--- src/rtl/ctrl_pkg.sv ---
// Shared types and encodings for the multicycle ARM control unit:
// FSM states, datapath select codes, ALU codes and condition evaluation.
package ctrl_pkg;

    typedef enum logic [3:0] {
        S_FETCH,
        S_DECODE,
        S_MEMADR,
        S_MEMRD,
        S_MEMWB,
        S_MEMWR,
        S_EXECUTER,
        S_EXECUTEI,
        S_ALUWB,
        S_BRANCH,
        S_UNKNOWN
    } state_t;

    localparam logic [2:0] ALU_ADD = 3'b000;
    localparam logic [2:0] ALU_SUB = 3'b001;
    localparam logic [2:0] ALU_AND = 3'b010;
    localparam logic [2:0] ALU_ORR = 3'b011;
    localparam logic [2:0] ALU_EOR = 3'b100;

    localparam logic [1:0] SRCA_REG      = 2'b00;
    localparam logic [1:0] SRCA_PC       = 2'b10;
    localparam logic [1:0] SRCB_WDATA    = 2'b00;
    localparam logic [1:0] SRCB_IMM      = 2'b01;
    localparam logic [1:0] SRCB_FOUR     = 2'b10;
    localparam logic [1:0] RES_ALUOUT    = 2'b00;
    localparam logic [1:0] RES_DATA      = 2'b01;
    localparam logic [1:0] RES_ALURESULT = 2'b10;

    localparam logic [1:0] OP_DP  = 2'b00;
    localparam logic [1:0] OP_MEM = 2'b01;
    localparam logic [1:0] OP_BR  = 2'b10;

    localparam logic [3:0] COND_EQ = 4'b0000;
    localparam logic [3:0] COND_NE = 4'b0001;
    localparam logic [3:0] COND_CS = 4'b0010;
    localparam logic [3:0] COND_CC = 4'b0011;
    localparam logic [3:0] COND_MI = 4'b0100;
    localparam logic [3:0] COND_PL = 4'b0101;
    localparam logic [3:0] COND_VS = 4'b0110;
    localparam logic [3:0] COND_VC = 4'b0111;
    localparam logic [3:0] COND_HI = 4'b1000;
    localparam logic [3:0] COND_LS = 4'b1001;
    localparam logic [3:0] COND_GE = 4'b1010;
    localparam logic [3:0] COND_LT = 4'b1011;
    localparam logic [3:0] COND_GT = 4'b1100;
    localparam logic [3:0] COND_LE = 4'b1101;
    localparam logic [3:0] COND_AL = 4'b1110;

    // Flags are packed {N,Z,C,V}; the never code 1111 falls to the default.
    function automatic logic cond_holds(input logic [3:0] cond, input logic [3:0] nzcv);
        logic n, z, c, v;
        {n, z, c, v} = nzcv;
        case (cond)
            COND_EQ: return z;
            COND_NE: return ~z;
            COND_CS: return c;
            COND_CC: return ~c;
            COND_MI: return n;
            COND_PL: return ~n;
            COND_VS: return v;
            COND_VC: return ~v;
            COND_HI: return c & ~z;
            COND_LS: return ~(c & ~z);
            COND_GE: return n == v;
            COND_LT: return n != v;
            COND_GT: return ~z & (n == v);
            COND_LE: return ~(~z & (n == v));
            COND_AL: return 1'b1;
            default: return 1'b0;
        endcase
    endfunction

endpackage

--- src/rtl/cond_logic.sv ---
// Conditional-execution unit: stored NZCV flags, condition check,
// delayed condition flop and gating of the architectural write enables.
module cond_logic
    import ctrl_pkg::*;
(
    input  logic       clk,
    input  logic       reset,
    input  logic [3:0] cond_i,
    input  logic [3:0] alu_flags_i,
    input  logic [1:0] flag_w_i,
    input  logic       pcs_i,
    input  logic       next_pc_i,
    input  logic       reg_w_i,
    input  logic       mem_w_i,
    output logic       pc_write_o,
    output logic       reg_write_o,
    output logic       mem_write_o
);

    logic [3:0] flags_q, flags_d;
    logic       cond_ex;
    logic       cond_ex_q;

    assign cond_ex = cond_holds(cond_i, flags_q);

    always_comb begin
        flags_d = flags_q;
        if (flag_w_i[1] && cond_ex) flags_d[3:2] = alu_flags_i[3:2];
        if (flag_w_i[0] && cond_ex) flags_d[1:0] = alu_flags_i[1:0];
    end

    // NOTE: reset is tested inside the clocked block, so it only acts on a clock edge.
    always_ff @(posedge clk) begin
        if (reset) begin
            flags_q   <= 4'b0000;
            cond_ex_q <= 1'b0;
        end else begin
            flags_q   <= flags_d;
            cond_ex_q <= cond_ex;
        end
    end

    // Write-back states use the condition sampled in the previous cycle.
    assign pc_write_o  = ~reset & (next_pc_i | (pcs_i & cond_ex_q));
    assign reg_write_o = ~reset & reg_w_i & cond_ex_q;
    assign mem_write_o = ~reset & mem_w_i & cond_ex_q;

endmodule

--- src/rtl/multicycle_controller.sv ---
// Multicycle ARM control unit: Moore main FSM and ALU decoder driving the
// datapath selects, with conditional execution handled by cond_logic.
module multicycle_controller
    import ctrl_pkg::*;
(
    input  logic         clk,
    input  logic         reset,
    input  logic [31:12] Instr,
    input  logic [3:0]   ALUFlags,
    output logic         PCWrite,
    output logic         MemWrite,
    output logic         RegWrite,
    output logic         IRWrite,
    output logic         AdrSrc,
    output logic [1:0]   RegSrc,
    output logic [1:0]   ALUSrcA,
    output logic [1:0]   ALUSrcB,
    output logic [1:0]   ResultSrc,
    output logic [1:0]   ImmSrc,
    output logic [2:0]   ALUControl
);

    state_t     state_q, state_d;
    logic [1:0] op;
    logic [5:0] funct;
    logic [3:0] rd;
    logic       ir_w, next_pc, reg_w, mem_w, branch, alu_op;
    logic [1:0] flag_w;
    logic       pcs;
    logic       unused_rn;

    assign op        = Instr[27:26];
    assign funct     = Instr[25:20];
    assign rd        = Instr[15:12];
    assign unused_rn = ^Instr[19:16];

    always_comb begin
        state_d = S_FETCH;
        case (state_q)
            S_FETCH:  state_d = S_DECODE;
            S_DECODE: begin
                case (op)
                    OP_MEM:  state_d = S_MEMADR;
                    OP_DP:   state_d = funct[5] ? S_EXECUTEI : S_EXECUTER;
                    OP_BR:   state_d = S_BRANCH;
                    default: state_d = S_UNKNOWN;
                endcase
            end
            S_MEMADR:   state_d = funct[0] ? S_MEMRD : S_MEMWR;
            S_MEMRD:    state_d = S_MEMWB;
            S_EXECUTER: state_d = S_ALUWB;
            S_EXECUTEI: state_d = S_ALUWB;
            default:    state_d = S_FETCH;
        endcase
    end

    always_ff @(posedge clk) begin
        if (reset) state_q <= S_FETCH;
        else       state_q <= state_d;
    end

    // NOTE: every signal gets a default before the case so no latch is inferred.
    always_comb begin
        ir_w      = 1'b0;
        next_pc   = 1'b0;
        reg_w     = 1'b0;
        mem_w     = 1'b0;
        branch    = 1'b0;
        alu_op    = 1'b0;
        AdrSrc    = 1'b0;
        ALUSrcA   = SRCA_REG;
        ALUSrcB   = SRCB_WDATA;
        ResultSrc = RES_ALUOUT;
        case (state_q)
            S_FETCH: begin
                ir_w      = 1'b1;
                next_pc   = 1'b1;
                ALUSrcA   = SRCA_PC;
                ALUSrcB   = SRCB_FOUR;
                ResultSrc = RES_ALURESULT;
            end
            S_DECODE: begin
                ALUSrcA   = SRCA_PC;
                ALUSrcB   = SRCB_FOUR;
                ResultSrc = RES_ALURESULT;
            end
            S_MEMADR:   ALUSrcB = SRCB_IMM;
            S_MEMRD:    AdrSrc  = 1'b1;
            S_MEMWB: begin
                ResultSrc = RES_DATA;
                reg_w     = 1'b1;
            end
            S_MEMWR: begin
                AdrSrc = 1'b1;
                mem_w  = 1'b1;
            end
            S_EXECUTER: alu_op = 1'b1;
            S_EXECUTEI: begin
                alu_op  = 1'b1;
                ALUSrcB = SRCB_IMM;
            end
            S_ALUWB:    reg_w = 1'b1;
            S_BRANCH: begin
                ALUSrcA   = SRCA_PC;
                ALUSrcB   = SRCB_IMM;
                ResultSrc = RES_ALURESULT;
                branch    = 1'b1;
            end
            default: ;
        endcase
    end

    // Unsupported commands fall back to ADD and never touch the flags.
    always_comb begin
        ALUControl = ALU_ADD;
        flag_w     = 2'b00;
        if (alu_op) begin
            case (funct[4:1])
                4'b0100: begin ALUControl = ALU_ADD; flag_w = {2{funct[0]}}; end
                4'b0010: begin ALUControl = ALU_SUB; flag_w = {2{funct[0]}}; end
                4'b0000: begin ALUControl = ALU_AND; flag_w = {funct[0], 1'b0}; end
                4'b1100: begin ALUControl = ALU_ORR; flag_w = {funct[0], 1'b0}; end
                4'b0001: begin ALUControl = ALU_EOR; flag_w = {funct[0], 1'b0}; end
                default: ;
            endcase
        end
    end

    assign RegSrc  = {op == OP_MEM, op == OP_BR};
    assign ImmSrc  = op;
    assign pcs     = (reg_w & (rd == 4'hF)) | branch;
    assign IRWrite = ir_w & ~reset;

    cond_logic u_cond_logic (
        .clk         (clk),
        .reset       (reset),
        .cond_i      (Instr[31:28]),
        .alu_flags_i (ALUFlags),
        .flag_w_i    (flag_w),
        .pcs_i       (pcs),
        .next_pc_i   (next_pc),
        .reg_w_i     (reg_w),
        .mem_w_i     (mem_w),
        .pc_write_o  (PCWrite),
        .reg_write_o (RegWrite),
        .mem_write_o (MemWrite)
    );

endmodule

--- config.mk ---
export PLATFORM = sky130hd
export DESIGN_NAME = multicycle_controller
export DESIGN_NICKNAME = d
export VERILOG_FILES = /design/src/rtl/ctrl_pkg.sv /design/src/rtl/cond_logic.sv /design/src/rtl/multicycle_controller.sv
export SDC_FILE = /design/constraint.sdc
export NUM_CORES = 1
export LEC_CHECK = 0
export BUFFER_PORTS_ARGS = -buffer_cell sky130_fd_sc_hd__buf_2
export CAP_MARGIN = 20
export CORE_UTILIZATION = 45
export CTS_BUF_LIST = sky130_fd_sc_hd__clkbuf_16
export DETAILED_ROUTE_END_ITERATION = 10
export GPL_TIMING_DRIVEN = 0
export PLACE_DENSITY = 0.79
export SYNTH_ARGS = -nofsm -noshare
export SYNTH_HDL_FRONTEND = slang
export SYNTH_SLANG_ARGS = --single-unit
--- constraint.sdc ---
create_clock -name clk -period 2.85 [get_ports clk]
set_input_delay 0 -clock clk [delete_from_list [all_inputs] [get_ports clk]]
set_output_delay 0 -clock clk [all_outputs]
set_load 0.05 [all_outputs]
**Yosys cells after proc, flatten, opt, wreduce, memory -nomap -nowiden**

Index checks and enable logic that the tools add are counted.

- Bits of input ports: 26
- Register bits after elaboration: 9
- Word-level logic and storage cells: 87
- Output and inout port bits: 18

- Reductions and logical operators: 14
- Muxes and demuxes: 18
- Eq/ne operators: 32
- Bitwise gates (word level): 19

Operators with widths:

| kind | count |
|---|---|
| == test 4 bit, second input constant | 11 |
| == test 4 x 3 -> 1 bit, second input constant | 9 |
| == test 4 x 2 -> 1 bit, second input constant | 5 |
| case mux 4 bit (5 select lines) | 1 |
| case mux 1 bit (15 select lines) | 1 |
| == test 4 x 1 -> 1 bit, second input constant | 3 |
| zero test 4 bit | 3 |
| case mux 2 bit (2 select lines) | 3 |
| case mux 3 bit (4 select lines) | 1 |
| case mux 4 bit (3 select lines) | 1 |
| AND 1 bit | 10 |
| OR reduction 2 bit | 5 |
| OR reduction 3 bit | 3 |
| 2-to-1 mux 1 bit | 7 |
| NOT 1 bit | 7 |
| 2-to-1 mux 3 bit | 2 |
| 2-to-1 mux 2 bit | 2 |
| == test 2 x 1 -> 1 bit, second input constant | 1 |
| == test 2 bit, second input constant | 1 |
| logical AND 1 bit | 2 |
| zero test 2 bit | 1 |
| bitwise OR 1 bit | 2 |
| == test 1 bit | 1 |
| inequality test 1 bit | 1 |

**Depth between registers and ports, before layout**

- Depth after elaboration: 8
- Depth in mapped cells: 7
- Depth with buffers taken out: 6

**Hierarchy**

A second synthesis with hierarchy kept.

- Cell total of the unflattened synthesis: 120
- Area, all modules: 954.7 µm²

By module, submodules not included:

| module | instances | sequential area each (µm²) | area each (µm²) | cells each |
|---|---|---|---|---|
| multicycle_controller | 1 | 80.1 | 481.7 | 65 |
| cond_logic | 1 | 100.1 | 473.0 | 55 |

**Least setup slack after synthesis**

No wires, ideal clock.

- Kind: register -> output
- Start: reg state_q[2]
- End: out PCWrite
- Stages on the path, launching flop included: 5
- Setup slack: 0.117 ns
- Required time: 2.850 ns
- Buffers on the path: 1
- Arrival time: 2.733 ns
- Cell sequence: dfxtp_1 buf_2 xnor2_1 nor4_1 a22o_1

- Word-level cells in the longest chain between the ends: 8
- Elaborated cells on any way between the ends: 13
- Those cells by class: 3 x eq/ne; 3 x mux; 5 x bitwise; 2 x reduce/logical

Ends and longest elaborated chain:

| item | line | text |
|---|---|---|
| from (decl) | multicycle_controller.sv:23 | `state_t state_q, state_d;` |
| from (signal assigned) | multicycle_controller.sv:59 | `else state_q <= state_d;` |
| == test 4 bit or == test 4 x 3 -> 1 bit (tied branches) | multicycle_controller.sv:74 | `case (state_q)` |
| OR reduction 2 bit (no source line) | n/a |  |
| 2-to-1 mux 1 bit | multicycle_controller.sv:74 |  |
| AND 1 bit | multicycle_controller.sv:131 | `assign pcs = (reg_w & (rd == 4'hF)) \| branch;` |
| bitwise OR 1 bit | multicycle_controller.sv:131 |  |
| AND 1 bit | cond_logic.sv:44 | `assign pc_write_o = ~reset & (next_pc_i \| (pcs_i & cond_ex_q));` |
| bitwise OR 1 bit (*) | cond_logic.sv:44 |  |
| AND 1 bit (*) | cond_logic.sv:44 |  |
| to (decl) | multicycle_controller.sv:10 | `output logic PCWrite,` |

Every way passes the cells marked *; elsewhere a longest branch is shown, timed or not.

**Worst setup path after layout**

- Start: reg u_cond_logic.flags_q[3]
- End: reg u_cond_logic.flags_q[3]

- Word-level cells in the longest chain between the ends: 5
- Elaborated cells on any way between the ends: 7
- Those cells by class: 2 x eq/ne; 1 x mux; 3 x bitwise; 1 x reduce/logical

Ends and longest elaborated chain:

| item | line | text |
|---|---|---|
| from (decl) | cond_logic.sv:20 | `logic [3:0] flags_q, flags_d;` |
| from (signal assigned) | cond_logic.sv:38 | `flags_q <= flags_d;` |
| == test 1 bit | ctrl_pkg.sv:69, ctrl_pkg.sv:71, ctrl_pkg.sv:72 |  |
| AND 1 bit | ctrl_pkg.sv:71, ctrl_pkg.sv:72 |  |
| NOT 1 bit | ctrl_pkg.sv:72 | `COND_LE: return ~(~z & (n == v));` |
| case mux 1 bit (15 select lines) (*) | ctrl_pkg.sv:58 | `case (cond)` |
| logical AND 1 bit (*) | cond_logic.sv:28 | `if (flag_w_i[1] && cond_ex) flags_d[3:2] = alu_flags_i[3:2];` |

Marks and branches as above.
A chain may end at the register's enable or synchronous reset.

==> impl_metrics.ini <==
[placed_design]
dp_hpwl_um = 1633
numPortBuffers = 37
place_ws_ns = 1.092
gp_congestion = 0.8506

[synthesis]
async_reset_ff_share_pct = 0
ys_seq_area_share_pct = 20.40
yosysWarnings = 0
ys_seq_elements = 9
synth-edff-count = 0
synth_flop_cell = dfxtp_1
syn_inst = 120
ys_types = 44
synth_fp_nets = 146
synth_area_um2 = 883.3
synth.avg_cell_area_um2 = 7.361

[sta]
fin_skew_ns = 0.002373
drv_slew = 0
hold-worst-slack_ns = 0.01715
finalWorstSetupSlack_ns = 1.082
max_freq_ghz = 0.5656
min_period_ns = 1.768
rsz0062_at_grt = false
finalSetupTns_ns = 0
post-route-period-util_pct = 62.04
hold_viol = 0
setup_violations = 0

[finish]
drive_gt1_share_pct = 32.92
layout_commonest_cell = buf_2
antenna_cells = 0
area_growth_pct = 33.57
final_cell_mix = buf_2, nand2b_1, nor2_1, dfxtp_1
num-nets-final = 188

[min_path]
hp-class = in -> reg

[worst_setup_path]
crit_fanout = 5
worst-r2r-setup-slack_ns = 1.08
critPathCaptureType = flip-flop
startpoint = u_cond_logic.flags_q[3]
r2r-start = u_cond_logic.flags_q[3]
cp.arrival_ns = 1.92
path_class = reg -> reg
worst-r2r-cell-count = 6
critPathSlowestCell = dfxtp_1
critPathCapture = u_cond_logic.flags_q[3]
r2r-end = u_cond_logic.flags_q[3]
crit_required_ns = 3.01
crit_chain = xor2_1, or3_1, a211o_1, nand4_2, and3_4, mux2i_1
slowest_delay_ns = 0.36
startpoint_type = flip-flop

[drt]
ant_nets = 0
wirelength_um = 2108
routedWlPerCell_um = 11.33
routed_via_density = 5.226
via_count = 972
drc = 0
drtPass1Iterations = 4
drt-initial-drc-count = 16

[flow_run]
drv_cap = 0

[power_and_ir_drop]
vdd_drop_max_mv = 0.4020
p_leak_nw = 0.5377
power.density_nw_per_um2 = 490.0

[global_routing]
grt_pass1_wl_um = 3132
grt_max_degree = 11
antenna_found_initial = 0
grt_use_total_pct = 20.72
grt_pass1_vias = 755
gr-total-overflow = 0

[die]
io_pins = 44
start_util_pct = 49.54
die_h_um = 46.31
fp.coreArea_um2 = 1783
die-area_um2 = 2144
rows = 15
die_w_um = 46.31

[cts]
cts_tree = yes
postCtsHoldBufs = 0
clock_path_buffers = 2
ctsHtreeMaxLevel = 1
cts_setup_buffers = 0
cts_sinks = 9
cts_buffers = 3
clockRootBuffer = clkbuf_16
clk_pin_slew_ns = 0.04
clock_latency_ns = 0.23
post_cts_resized = 0

[status]
outcome = completed
[registers in the layout, indices dropped and copies added (netlist names)]
name / cells
state_q: 4
u_cond_logic.cond_ex_q: 1
u_cond_logic.flags_q: 4
[power by group]
group	internal (mW)	total [mW]	switching (mW)	leakage, nW
Sequential	0.133	0.137	0.00386	0.0734
Clock	0.185	0.244	0.0597	0.0409
Combinational	0.0630	0.197	0.134	0.423
[layout make-up]
type,instances,area [um2]
Tap cell,25,31.28
Clock buffer,3,75.07
Multi-Input combinational cell,96,631.9
Inverter,4,15.01
Timing Repair Buffer,37,185.2
Clock inverter,1,5.005
Fill cell,154,603.1
Sequential cell,9,180.2
Buffer,11,56.30
[logic make-up after synthesis]
kind of cell           after synthesis  share of synthesized area (%)
AND/OR/NAND/NOR                     61                          41.50
AO/OA/AOI/OAI                       23                          18.13
buffers and inverters               15                          8.072
flip-flops                           9                          20.40
XOR/XNOR                             7                          6.941
multiplexers                         4                          4.533
other                                1                         0.4245
[worst min-delay path by stage]
stage	depth (start not counted)	end	from	slack (ns)
after floorplan	2	u_cond_logic.flags_q[0]	ALUFlags[0]	0.15
after global placement	3	u_cond_logic.flags_q[1]	ALUFlags[1]	0.26
after detailed placement	3	u_cond_logic.flags_q[1]	ALUFlags[1]	0.26
after CTS	3	u_cond_logic.flags_q[1]	ALUFlags[1]	0.02
after global routing	3	u_cond_logic.flags_q[0]	ALUFlags[0]	0.04
final	3	u_cond_logic.flags_q[1]	ALUFlags[1]	0.02
[worst max-delay path: cells and delay by family, from the launching register on]
kind | cells | cell delay, ns
simple gates | 3 | 0.63
flops | 1 | 0.36
compound gates | 1 | 0.31
xor+xnor | 1 | 0.20
mux | 1 | 0.19
[synthesized netlist by cell type (all sizes together), types with 2 or more instances]
library cell	count	area share [%]
nand3	2	1.1
clkbuf	5	2.3
nor4b	2	2.0
xor2	3	3.0
buf	6	4.1
or3	2	1.4
a21oi	8	4.5
nand3b	3	2.5
dfxtp	9	20
inv	4	1.7
nand2	6	2.5
mux2i	4	4.5
a22o	2	2.0
o21ai	2	1.1
nor3	6	3.4
nand2b	11	7.8
nor4	2	1.4
xnor2	4	4.0
nor2	11	4.7
nor2b	8	5.7
[metrics by stage]
| stage | std cells | area, um2 | util [%] | power (mW) |
|---|---|---|---|---|
| final | 186 | 1180 | 66.18 | 0.5782 |
| after global routing | 186 | 1180 | 66.18 | 0.6056 |
| after CTS | 186 | 1180 | 66.18 | 0.5827 |
| after detailed placement | 182 | 1100 | 61.68 | 0.3347 |
| after global placement | 182 | 1100 | 61.68 | 0.3295 |
| after floorplan | 120 | 883.3 | - | 0.2858 |
[layer usage]
layer	global-route usage [%]	part of all wire (%)	vias up
li1	-	-	504
met1	26.59	49	434
met2	31.67	45	30
met3	5.882	4.2	4
met4	9.412	1.3	0
met5	0	0	-
(Power assumes the default switching activity.)
